===== src/rtl/breakout_block_column.sv =====
// One playfield column of multi-hit blocks: four-face ball contact with
// lowest-row arbitration, post-hit lockout, saturating score and pixel lookup.
module breakout_block_column #(
  parameter int unsigned COL_X_L    = 80,
  parameter int unsigned BLOCK_W    = 16,
  parameter int unsigned ROWS       = 8,
  parameter int unsigned ROW_Y0     = 4,
  parameter int unsigned ROW_PITCH  = 74,
  parameter int unsigned ROW_H      = 73,
  parameter int unsigned EDGE       = 3,
  parameter int unsigned EXT        = 7,
  parameter int unsigned HITS       = 2,
  parameter int unsigned POINTS     = 4,
  parameter int unsigned LOCK_TICKS = 2,
  parameter int unsigned SCORE_W    = 8
) (
  input  logic                                     clk,
  input  logic                                     reset,
  input  logic [10:0]                              pix_x,
  input  logic [10:0]                              pix_y,
  input  logic [10:0]                              ball_x_l,
  input  logic [10:0]                              ball_x_r,
  input  logic [10:0]                              ball_y_t,
  input  logic [10:0]                              ball_y_b,
  input  logic                                     ball_tick,
  output logic                                     move_u,
  output logic                                     move_d,
  output logic                                     move_l,
  output logic                                     move_r,
  output logic                                     hit_valid,
  output logic [((ROWS > 1) ? $clog2(ROWS) : 1)-1:0] hit_row,
  output logic                                     col_on,
  output logic [1:0]                               pix_health,
  output logic [SCORE_W-1:0]                       score,
  output logic                                     col_clear
);

  localparam int unsigned RW  = (ROWS > 1) ? $clog2(ROWS) : 1;
  localparam int unsigned LW  = (LOCK_TICKS > 0) ? $clog2(LOCK_TICKS + 1) : 1;
  localparam int unsigned X_R = COL_X_L + BLOCK_W - 1;

  typedef enum logic {ARMED, LOCKOUT} state_t;

  state_t                  state_q;
  logic [LW-1:0]           lock_q;
  logic [ROWS-1:0][1:0]    health_q;
  logic [SCORE_W-1:0]      score_q;
  logic [RW-1:0]           hit_row_q;
  logic [3:0]              move_q;      // {u, d, l, r}
  logic                    hit_valid_q;
  logic                    col_clear_q;

  logic                    found_c;
  logic [RW-1:0]           win_c;
  logic [3:0]              face_c;
  logic [3:0]              f_c;
  logic [10:0]             top_c;
  logic [10:0]             bot_c;
  logic [32:0]             sum_c;
  logic [SCORE_W-1:0]      score_d;

  // Per-row face tests; the lowest-index live row with any face wins.
  always_comb begin
    found_c = 1'b0;
    win_c   = '0;
    face_c  = '0;
    f_c     = '0;
    top_c   = '0;
    bot_c   = '0;
    for (int r = 0; r < int'(ROWS); r++) begin
      top_c  = 11'(ROW_Y0 + r * ROW_PITCH);
      bot_c  = 11'(ROW_Y0 + r * ROW_PITCH + ROW_H - 1);
      f_c[0] = (ball_x_l >= 11'(X_R - EDGE)) && (ball_x_l <= 11'(X_R)) &&
               (ball_y_b >= top_c) && (ball_y_t <= bot_c);
      f_c[1] = (ball_x_r >= 11'(COL_X_L)) && (ball_x_r <= 11'(COL_X_L + EDGE)) &&
               (ball_y_b >= top_c) && (ball_y_t <= bot_c);
      f_c[2] = (ball_y_t >= 11'(ROW_Y0 + r * ROW_PITCH + ROW_H - 1 - EDGE)) &&
               (ball_y_t <= bot_c) &&
               (ball_x_l >= 11'(COL_X_L - EXT)) && (ball_x_r <= 11'(X_R + EXT));
      f_c[3] = (ball_y_b >= top_c) && (ball_y_b <= 11'(ROW_Y0 + r * ROW_PITCH + EDGE)) &&
               (ball_x_l >= 11'(COL_X_L - EXT)) && (ball_x_r <= 11'(X_R + EXT));
      if (!found_c && (health_q[r] != 2'd0) && (f_c != 4'd0)) begin
        found_c = 1'b1;
        win_c   = RW'(r);
        face_c  = f_c;
      end
    end
  end

  // Saturating score after destroying one block.
  always_comb begin
    sum_c = 33'(score_q) + 33'(POINTS);
    if (sum_c > 33'({SCORE_W{1'b1}})) score_d = {SCORE_W{1'b1}};
    else                              score_d = SCORE_W'(sum_c);
  end

  // Renderer lookup against the current registered health.
  always_comb begin
    pix_health = 2'd0;
    for (int r = 0; r < int'(ROWS); r++) begin
      if ((pix_x >= 11'(COL_X_L)) && (pix_x <= 11'(X_R)) &&
          (pix_y >= 11'(ROW_Y0 + r * ROW_PITCH)) &&
          (pix_y <= 11'(ROW_Y0 + r * ROW_PITCH + ROW_H - 1)))
        pix_health = health_q[r];
    end
    col_on = (pix_health != 2'd0);
  end

  always_ff @(posedge clk) begin
    if (reset) begin
      state_q     <= ARMED;
      lock_q      <= '0;
      health_q    <= {ROWS{2'(HITS)}};
      score_q     <= '0;
      hit_row_q   <= '0;
      move_q      <= '0;
      hit_valid_q <= 1'b0;
      col_clear_q <= 1'b0;
    end else begin
      move_q      <= '0;
      hit_valid_q <= 1'b0;
      col_clear_q <= (health_q == '0);
      if (ball_tick) begin
        case (state_q)
          ARMED: begin
            if (found_c) begin
              move_q          <= {face_c[3], face_c[2], face_c[1], face_c[0]};
              hit_valid_q     <= 1'b1;
              hit_row_q       <= win_c;
              health_q[win_c] <= health_q[win_c] - 2'd1;
              if (health_q[win_c] == 2'd1) score_q <= score_d;
              if (LOCK_TICKS != 0) begin
                state_q <= LOCKOUT;
                lock_q  <= LW'(LOCK_TICKS);
              end
            end
          end
          LOCKOUT: begin
            if (lock_q == LW'(1)) state_q <= ARMED;
            lock_q <= lock_q - LW'(1);
          end
          default: state_q <= ARMED;
        endcase
      end
    end
  end

  assign move_u    = move_q[3];
  assign move_d    = move_q[2];
  assign move_l    = move_q[1];
  assign move_r    = move_q[0];
  assign hit_valid = hit_valid_q;
  assign hit_row   = hit_row_q;
  assign score     = score_q;
  assign col_clear = col_clear_q;

endmodule


===== config.mk =====
export PLATFORM = sky130hd
export DESIGN_NAME = breakout_block_column
export DESIGN_NICKNAME = d
export VERILOG_FILES = /design/src/rtl/breakout_block_column.sv
export SDC_FILE = /design/constraint.sdc
export NUM_CORES = 1
export LEC_CHECK = 0
export CAP_MARGIN = 20
export CORE_ASPECT_RATIO = 0.7
export CORE_MARGIN = 2
export CORE_UTILIZATION = 25
export CTS_CLUSTER_DIAMETER = 30
export DETAILED_ROUTE_END_ITERATION = 10
export PLACE_DENSITY = 0.53
export SLEW_MARGIN = 20
export SYNTH_ARGS = -nofsm -noshare
export SYNTH_HDL_FRONTEND = slang
export SYNTH_SLANG_ARGS = --single-unit

===== constraint.sdc =====
create_clock -name clk -period 4.09 [get_ports clk]
set_input_delay 0.818 -clock clk [delete_from_list [all_inputs] [get_ports clk]]
set_output_delay 0.818 -clock clk [all_outputs]
set_load 0.01 [all_outputs]

==> results of run 1 <==
[through the flow]
stage          power (mW)  cells  utilization [%]  hold WS, ns
5_1_grt              1.09   1084             46.4        0.484
3_3_place_gp        0.641   1034             40.1        0.464
2_1_floorplan       0.465    590                -        0.470
3_5_place_dp        0.643   1034             40.1        0.457
4_1_cts              1.03   1059             44.3        0.470
6_report             1.04   1084             46.4        0.463
[what timing repair did]
item | CTS | global route
endpoints found under the setup margin | 24 | 18
buffers inserted | 16 | 26
pin swaps | 59 | 53
resized for setup | 158 | 69
cloned | 2 | 0
[routing by layer]
metal | wire length, um | share of wire [%] | track usage, %
met2 | 7780 | 41 | 29.4
met1 | 9640 | 51 | 33.0
met4 | 70 | 0.37 | 1.44
met5 | 0 | 0 | 0
met3 | 1280 | 6.8 | 2.86
[state kept, by name, indices dropped and copies added, names as in the netlist]
signal and count:
health_q 16, score 7, move_q 4, hit_row 3
lock_q 2, col_clear 1, hit_valid 1, state_q 1
[cell usage after synthesis, types with 6 or more instances]
cell type   n
nor2_1     56
nand2_1    45
dfxtp_1    35
clkbuf_1   34
nor3_1     28
a21oi_1    27
o21ai_0    26
inv_1      24
nand3_1    24
mux2i_1    13
nand4_1    13
nor4_1     13
and3_1     11
o21a_1     11
o211ai_1   10
nand2b_1    9
a211o_1     8
and2_1      8
nor4b_1     8
or2_2       8
or3_1       8
a21o_1      7
a31oi_1     7
buf_2       7
a211oi_1    6
a22oi_1     6
o31a_1      6
or4_1       6
[how the worst min path moves through the flow]
| stage | start | endpoint | slack, ns | cells past startpoint |
|---|---|---|---|---|
| global route | hit_row[0] | hit_row[0] | 0.48 | 2 |
| finish | hit_row[0] | hit_row[0] | 0.46 | 2 |
| detailed placement | hit_row[0] | hit_row[0] | 0.46 | 2 |
| floorplan | state_q | state_q | 0.47 | 2 |
| global placement | hit_row[0] | hit_row[0] | 0.46 | 2 |
| CTS | hit_row[0] | hit_row[0] | 0.47 | 2 |
[layout make-up]
| type | instances | area [sq um] | share of cell area [%] |
|---|---|---|---|
| clock inverters | 2 | 13.8 | 0.182 |
| multi-input cells | 487 | 3840 | 50.7 |
| clock buffers | 5 | 125 | 1.65 |
| repair buffers | 306 | 2510 | 33.2 |
| flip-flops and latches | 35 | 701 | 9.26 |
| well taps | 225 | 282 | 3.72 |
| inverters | 24 | 95.1 | 1.26 |
[worst min-delay path: cells and delay by family (launching register included)]
kind	cells	cell delay [ns]
compound gates	1	0.06
flops	1	0.31
simple gates	1	0.05
[power by group]
part / switching (mW) / internal [mW] / total, mW
combinational: 0.166 / 0.169 / 0.336
sequential: 0.000298 / 0.341 / 0.342
clock: 0.142 / 0.222 / 0.364
[kinds of logic after synthesis]
group	after synthesis	share of synthesized area, %
buffers and inverters	68	6.78
muxes	15	3.66
xor gates and xnor gates	4	0.840
AOI/OAI and AO/OA	185	32.8
and+or+nand+nor	279	37.9
adders and majority gates	4	1.20
DFF	35	16.8
==> results by group, run 1 <==
Synth
  – Register bit count reported by yosys: 35
  – Sequential area share after synthesis: 16.8%
  – Post-synthesis cell count: 590
  – Asr flop ratio synth: 0%
  – Synth area leader: dfxtp_1
  – EDFF count, synth: 0
  – Yosys top cell area share: between 10% and 20%
  – Mapped Area: 0.00417 sq mm
  – Post-Syn Area per Cell: 7.07 sq um
  – Post-synthesis cell type count: 84
  – Synth warnings: 0
  – Syn nets: 663
  – Top cells by area, synth: dfxtp_1, nor2_1, nand2_1
  – Main synth FF type: dfxtp_1

Critical path
  – CP max FO: 7
  – Critical path cell sequence: clkbuf_2 -> or4_4 -> buf_6 -> nor4_4 -> buf_6 -> o211ai_1 -> o32ai_4 -> nor3_2 -> a311oi_2 -> o21ai_2 -> buf_4 -> buf_4 -> buf_4 -> a22oi_1 -> o21ai_2 -> o21ba_4 -> ha_4 -> inv_6 -> nor2_4 -> a21oi_2 -> a311oi_1
  – Worst reg2reg path depth: 18
  – Most common cell on crit path: buf_4
  – Crit path largest cell delay: 0.57 ns
  – Crit path arrival time: 4.45 ns
  – Critical Path Sink: score[4]
  – Critical Path Stages: 21
  – Kind of critical path: primary input to flop
  – CP Data Required Time: 4.28 ns
  – R2R setup slack: approximately 0.56 ns
  – CP Launch Point: ball_x_l[7]
  – R2r startpoint: health_q[11]
  – Slowest CP cell: or4_4
  – FF-to-FF End: score[4]
  – CP Launch Type: primary input
  – WP buf/inv: 7
  – Top cell family by delay on the critical path: compound AO/OA/AOI/OAI gates
  – Crit. End Element: flop

Finish
  – Fillers: 1627
  – Synth-to-Final Area Change: 81.5%
  – Share of layout cells above drive strength 1: a little over two fifths
  – Commonest non-fill, non-tap cell in the layout: buf_4
  – # nets final: around 930
  – N_diodes: 0
  – Post-Layout Inst Area: ~0.0076 sq mm
  – Most frequent cells in the layout: buf_4, nor2_1, nand2_1

Placement
  – Dpl cell area: about 0.0065 sq mm
  – Final Wtd Congestion: roughly 0.97
  – Final HPWL DP: 14.1 mm
  – Pre-CTS setup slack: -0.900 ns
  – IO buf count: between 80 and 90

Clock tree
  – Htree depth: 2
  – Num CTS Buffers: 5
  – CTS tree: yes
  – Clock Latency Late Sink: 0.28 ns
  – Clock Path Buffers: 2
  – Clock Sinks: 35
  – Hold buffers post-CTS: 0
  – Clock tree root buffer cell: clkbuf_16
  – Worst-path clk slew: 0.06 ns

Timing
  – RSZ-0062 raised after global routing: yes
  – Final WS setup: -0.164 ns
  – Actual slew at the worst max-slew pin: between 0.5 and 0.6 ns
  – Max Slew Vio Count: 0
  – Fin Setup TNS: -0.836 ns
  – # setup viols final: 6
  – Slew HR: 61.0%
  – Maximum clock frequency: about 240 MHz
  – Fin crit share: 104%
  – Post-layout minimum cycle time: 4.25 ns
  – Clock skew: 0.00553 ns
  – Fin. Hold Viols: 0

Drt
  – Via count: 5801
  – Pre-antenna DRT Iters: 6
  – Vias per cell: 5.35
  – Initial DRC count: 406
  – Residual DRC: 0
  – ANT nets after route: 0
  – Final wirelength: 18.8 mm
  – DR WL/cell: 17.3 um

Power and ir drop
  – Pwr per Cell Area: between 100 and 150 mW/mm^2
  – Leakage: 3.17 nW
  – Peak supply drop: ~0.15 mV

Floorplanning
  – Starting Density: 25.6%
  – I/O pin count: 89
  – Die height: 112 um
  – Die area: 0.0177 sq mm
  – Core Area: 0.0163 sq mm
  – Core Rows: 39
  – Die Span X: between 150 and 200 um

Run
  – MaxCap Viol Count: 0

Worst hold path
  – Worst Hold Class: flop to flop

Global routing
  – Total congestion overflow: 0
  – GRT Overall Usage: 20.4%
  – Number of global-route vias before repair: 5486
  – First-pass GRT wire length: slightly below 30 mm
  – Initial antenna violation count: 0
  – Largest net degree at the start of global routing: 34

Run status
  – Outcome: finished, violations left
  – Failing checks: negative setup slack
(Power assumes the default switching activity.)
==> inputs of run 2 (changes only) <==
Settings changed: CTS_BUF_LIST from default to sky130_fd_sc_hd__clkbuf_4 sky130_fd_sc_hd__clkbuf_8.
==> run 2 against run 1 <==
  * The flow still finishes with violations (negative setup slack)
  * Cell count up 0.18%
  * Critical path depth down 1
  * Global-route usage down 0.24 points
  * Final area down 0.68%
  * Die area unchanged
  * Combinational power about the same
  * Power down 11%
  * Sequential power about the same
  * Clock power down 33%
  * Non-clock buffer count up 2
  * Sequential cell count unchanged
  * First-iteration DRC count down 13%
==> results by group, run 2 (same netlist as run 1, synthesis figures left out) <==
Floorplanning
  – Starting Density: 25.6%
  – Core Area: 0.0163 sq mm
  – Die Span X: ~160 um
  – Die area: about 0.018 sq mm
  – Core Rows: 39
  – Die height: 112 um
  – I/O pin count: 89

Drt
  – Initial DRC count: 355
  – Via count: 5816
  – Pre-antenna DRT Iters: 5
  – Final wirelength: 18.7 mm
  – ANT nets after route: 0
  – Residual DRC: 0
  – DR WL/cell: 17.2 um
  – Vias per cell: 5.36

Placement
  – Pre-CTS setup slack: -0.900 ns
  – Final Wtd Congestion: 0.966
  – Cell total after placement: 1034
  – IO buf count: 84
  – Final HPWL DP: 14.1 mm
  – Dpl cell area: 0.00654 sq mm

Global routing
  – GRT Overall Usage: between 20% and 30%
  – First-pass GRT wire length: 28.6 mm
  – Initial antenna violation count: 0
  – Largest net degree at the start of global routing: 34
  – Total congestion overflow: 0
  – Number of global-route vias before repair: between 5k and 6k

Finish
  – # nets final: between 900 and 1k
  – Post-Layout Inst Area: ~0.0075 sq mm
  – Register name with the most flops: health_q
  – Max reg flops: 16
  – Share of layout cells above drive strength 1: 43.6%
  – Finished Layout Cells: 1086
  – Commonest non-fill, non-tap cell in the layout: buf_4
  – Register Area: 701 sq um
  – Fillers: 1629
  – Synth-to-Final Area Change: 80.3%
  – Area taken by multi-input logic gates: 0.00384 sq mm
  – Final Util: 46.1%
  – Most frequent cells in the layout: buf_4, nor2_1, nand2_1
  – N_diodes: 0

Timing
  – Fin crit share: 103%
  – Max Slew Vio Count: 0
  – Fin. Hold Viols: 0
  – Final WS setup: -0.123 ns
  – Maximum clock frequency: roughly 240 MHz
  – Actual slew at the worst max-slew pin: 0.604 ns
  – RSZ-0062 raised after global routing: yes
  – Slew HR: 59.6%
  – # setup viols final: 6
  – Post-layout minimum cycle time: ~4.2 ns
  – Clock skew: 0.00773 ns

Critical path
  – CP max FO: 7
  – Crit. End Element: flop
  – Kind of critical path: primary input to flop
  – CP Launch Type: primary input
  – Crit path arrival time: 4.42 ns
  – R2r startpoint: health_q[11]
  – FF-to-FF End: score[4]
  – Worst reg2reg path depth: 18
  – CP Data Required Time: roughly 4.3 ns
  – R2R setup slack: approximately 0.55 ns

Power and ir drop
  – Peak supply drop: 0.103 mV
  – Design Power: roughly 920 uW
  – Pint: 629 uW
  – Power share of the combinational group: a little over a third
  – Clock power frac: 26.4%
  – Net Switching: 295 uW
  – Register share of total power: 36.9%
  – Pwr per Cell Area: 123 mW/mm^2
  – Leakage: approximately 3.1 nW
  – Sw Share: 31.9%

Clock tree
  – Clock tree root buffer cell: clkbuf_8
  – Hold buffers post-CTS: 0
  – Num CTS Buffers: 5
  – Htree depth: 2
  – Clock Latency Late Sink: ~0.30 ns
  – CTS tree: yes
  – Clock Sinks: 35
  – Worst-path clk slew: 0.07 ns
  – Clock Path Buffers: 2

Run status
  – Outcome: finished, violations left
  – Failing checks: negative setup slack

Worst hold path
  – Min-Delay Path Depth: 2
  – Hold EP: hit_row[0]
  – Worst Hold Class: flop to flop
  – Hold Crit Start: hit_row[0]

Run
  – MaxCap Viol Count: 0
## run 2: worst max-delay path by stage
stage,startpoint,to,slack [ns]
after floorplan,ball_y_b[7],health_q[13],-0.05
after global placement,ball_y_b[8],score[4],-0.85
after detailed placement,ball_y_b[8],score[7],-0.90
after CTS,ball_y_t[5],score[3],0.001
after global routing,ball_y_t[6],score[3],-0.29
final,ball_y_b[9],score[4],-0.12
## run 2: per-layer routing
layer | up-vias | track usage, % | share of wire, %
met4 | 0 | 1.62 | 0.36
met3 | 11 | 2.97 | 7.3
met5 | - | 0 | 0
met2 | 218 | 28.6 | 41
met1 | 2766 | 32.8 | 51
li1 | 2821 | - | -
## run 2: metrics by stage
stage / hold slack, ns / TNS [ns]
after detailed placement: 0.457 / -16.57
final: 0.466 / -0.578
after global routing: 0.487 / -2.15
after floorplan: 0.470 / -0.364
after CTS: 0.473 / 0
after global placement: 0.464 / -16.06
## run 2: layout make-up
class / instances / share of cell area, %
multi-input combinational: 487 / 51.1
timing repair buffer: 308 / 33.5
sequential: 35 / 9.32
tap: 225 / 3.75
inverter: 24 / 1.26
clock buffer: 5 / 0.915
clock inverter: 2 / 0.183
## run 2: power by group through the flow
stage / logic [mW] / registers, mW / clock network (mW)
global route: 0.362 / 0.341 / 0.268
detailed placement: 0.293 / 0.349 / 0
finish: 0.338 / 0.341 / 0.244
CTS: 0.313 / 0.341 / 0.251
global placement: 0.292 / 0.349 / 0
floorplan: 0.116 / 0.349 / 0
## run 2: repair_timing
| item | CTS | global route |
|---|---|---|
| pin swaps | 60 | 66 |
| gates cloned | 1 | 2 |
| buffers inserted | 15 | 27 |
| setup endpoints to repair | 24 | 18 |
| resized for setup | 144 | 85 |
## run 2: worst max-delay path: stages
cell and delay (ns):
dlygate4sd2_1 0.29, buf_4 0.18, a211oi_1 0.28, o211ai_1 0.23, o31a_1 0.22, nor3_4 0.26
nor3_2 0.10, a311oi_2 0.31, o21ai_2 0.14, buf_4 0.15, buf_4 0.12, buf_4 0.12
a22oi_1 0.18, o21ai_2 0.09, o21ba_4 0.24, ha_4 0.15, inv_6 0.04, nor2_4 0.18
a21oi_2 0.07, a311oi_1 0.23
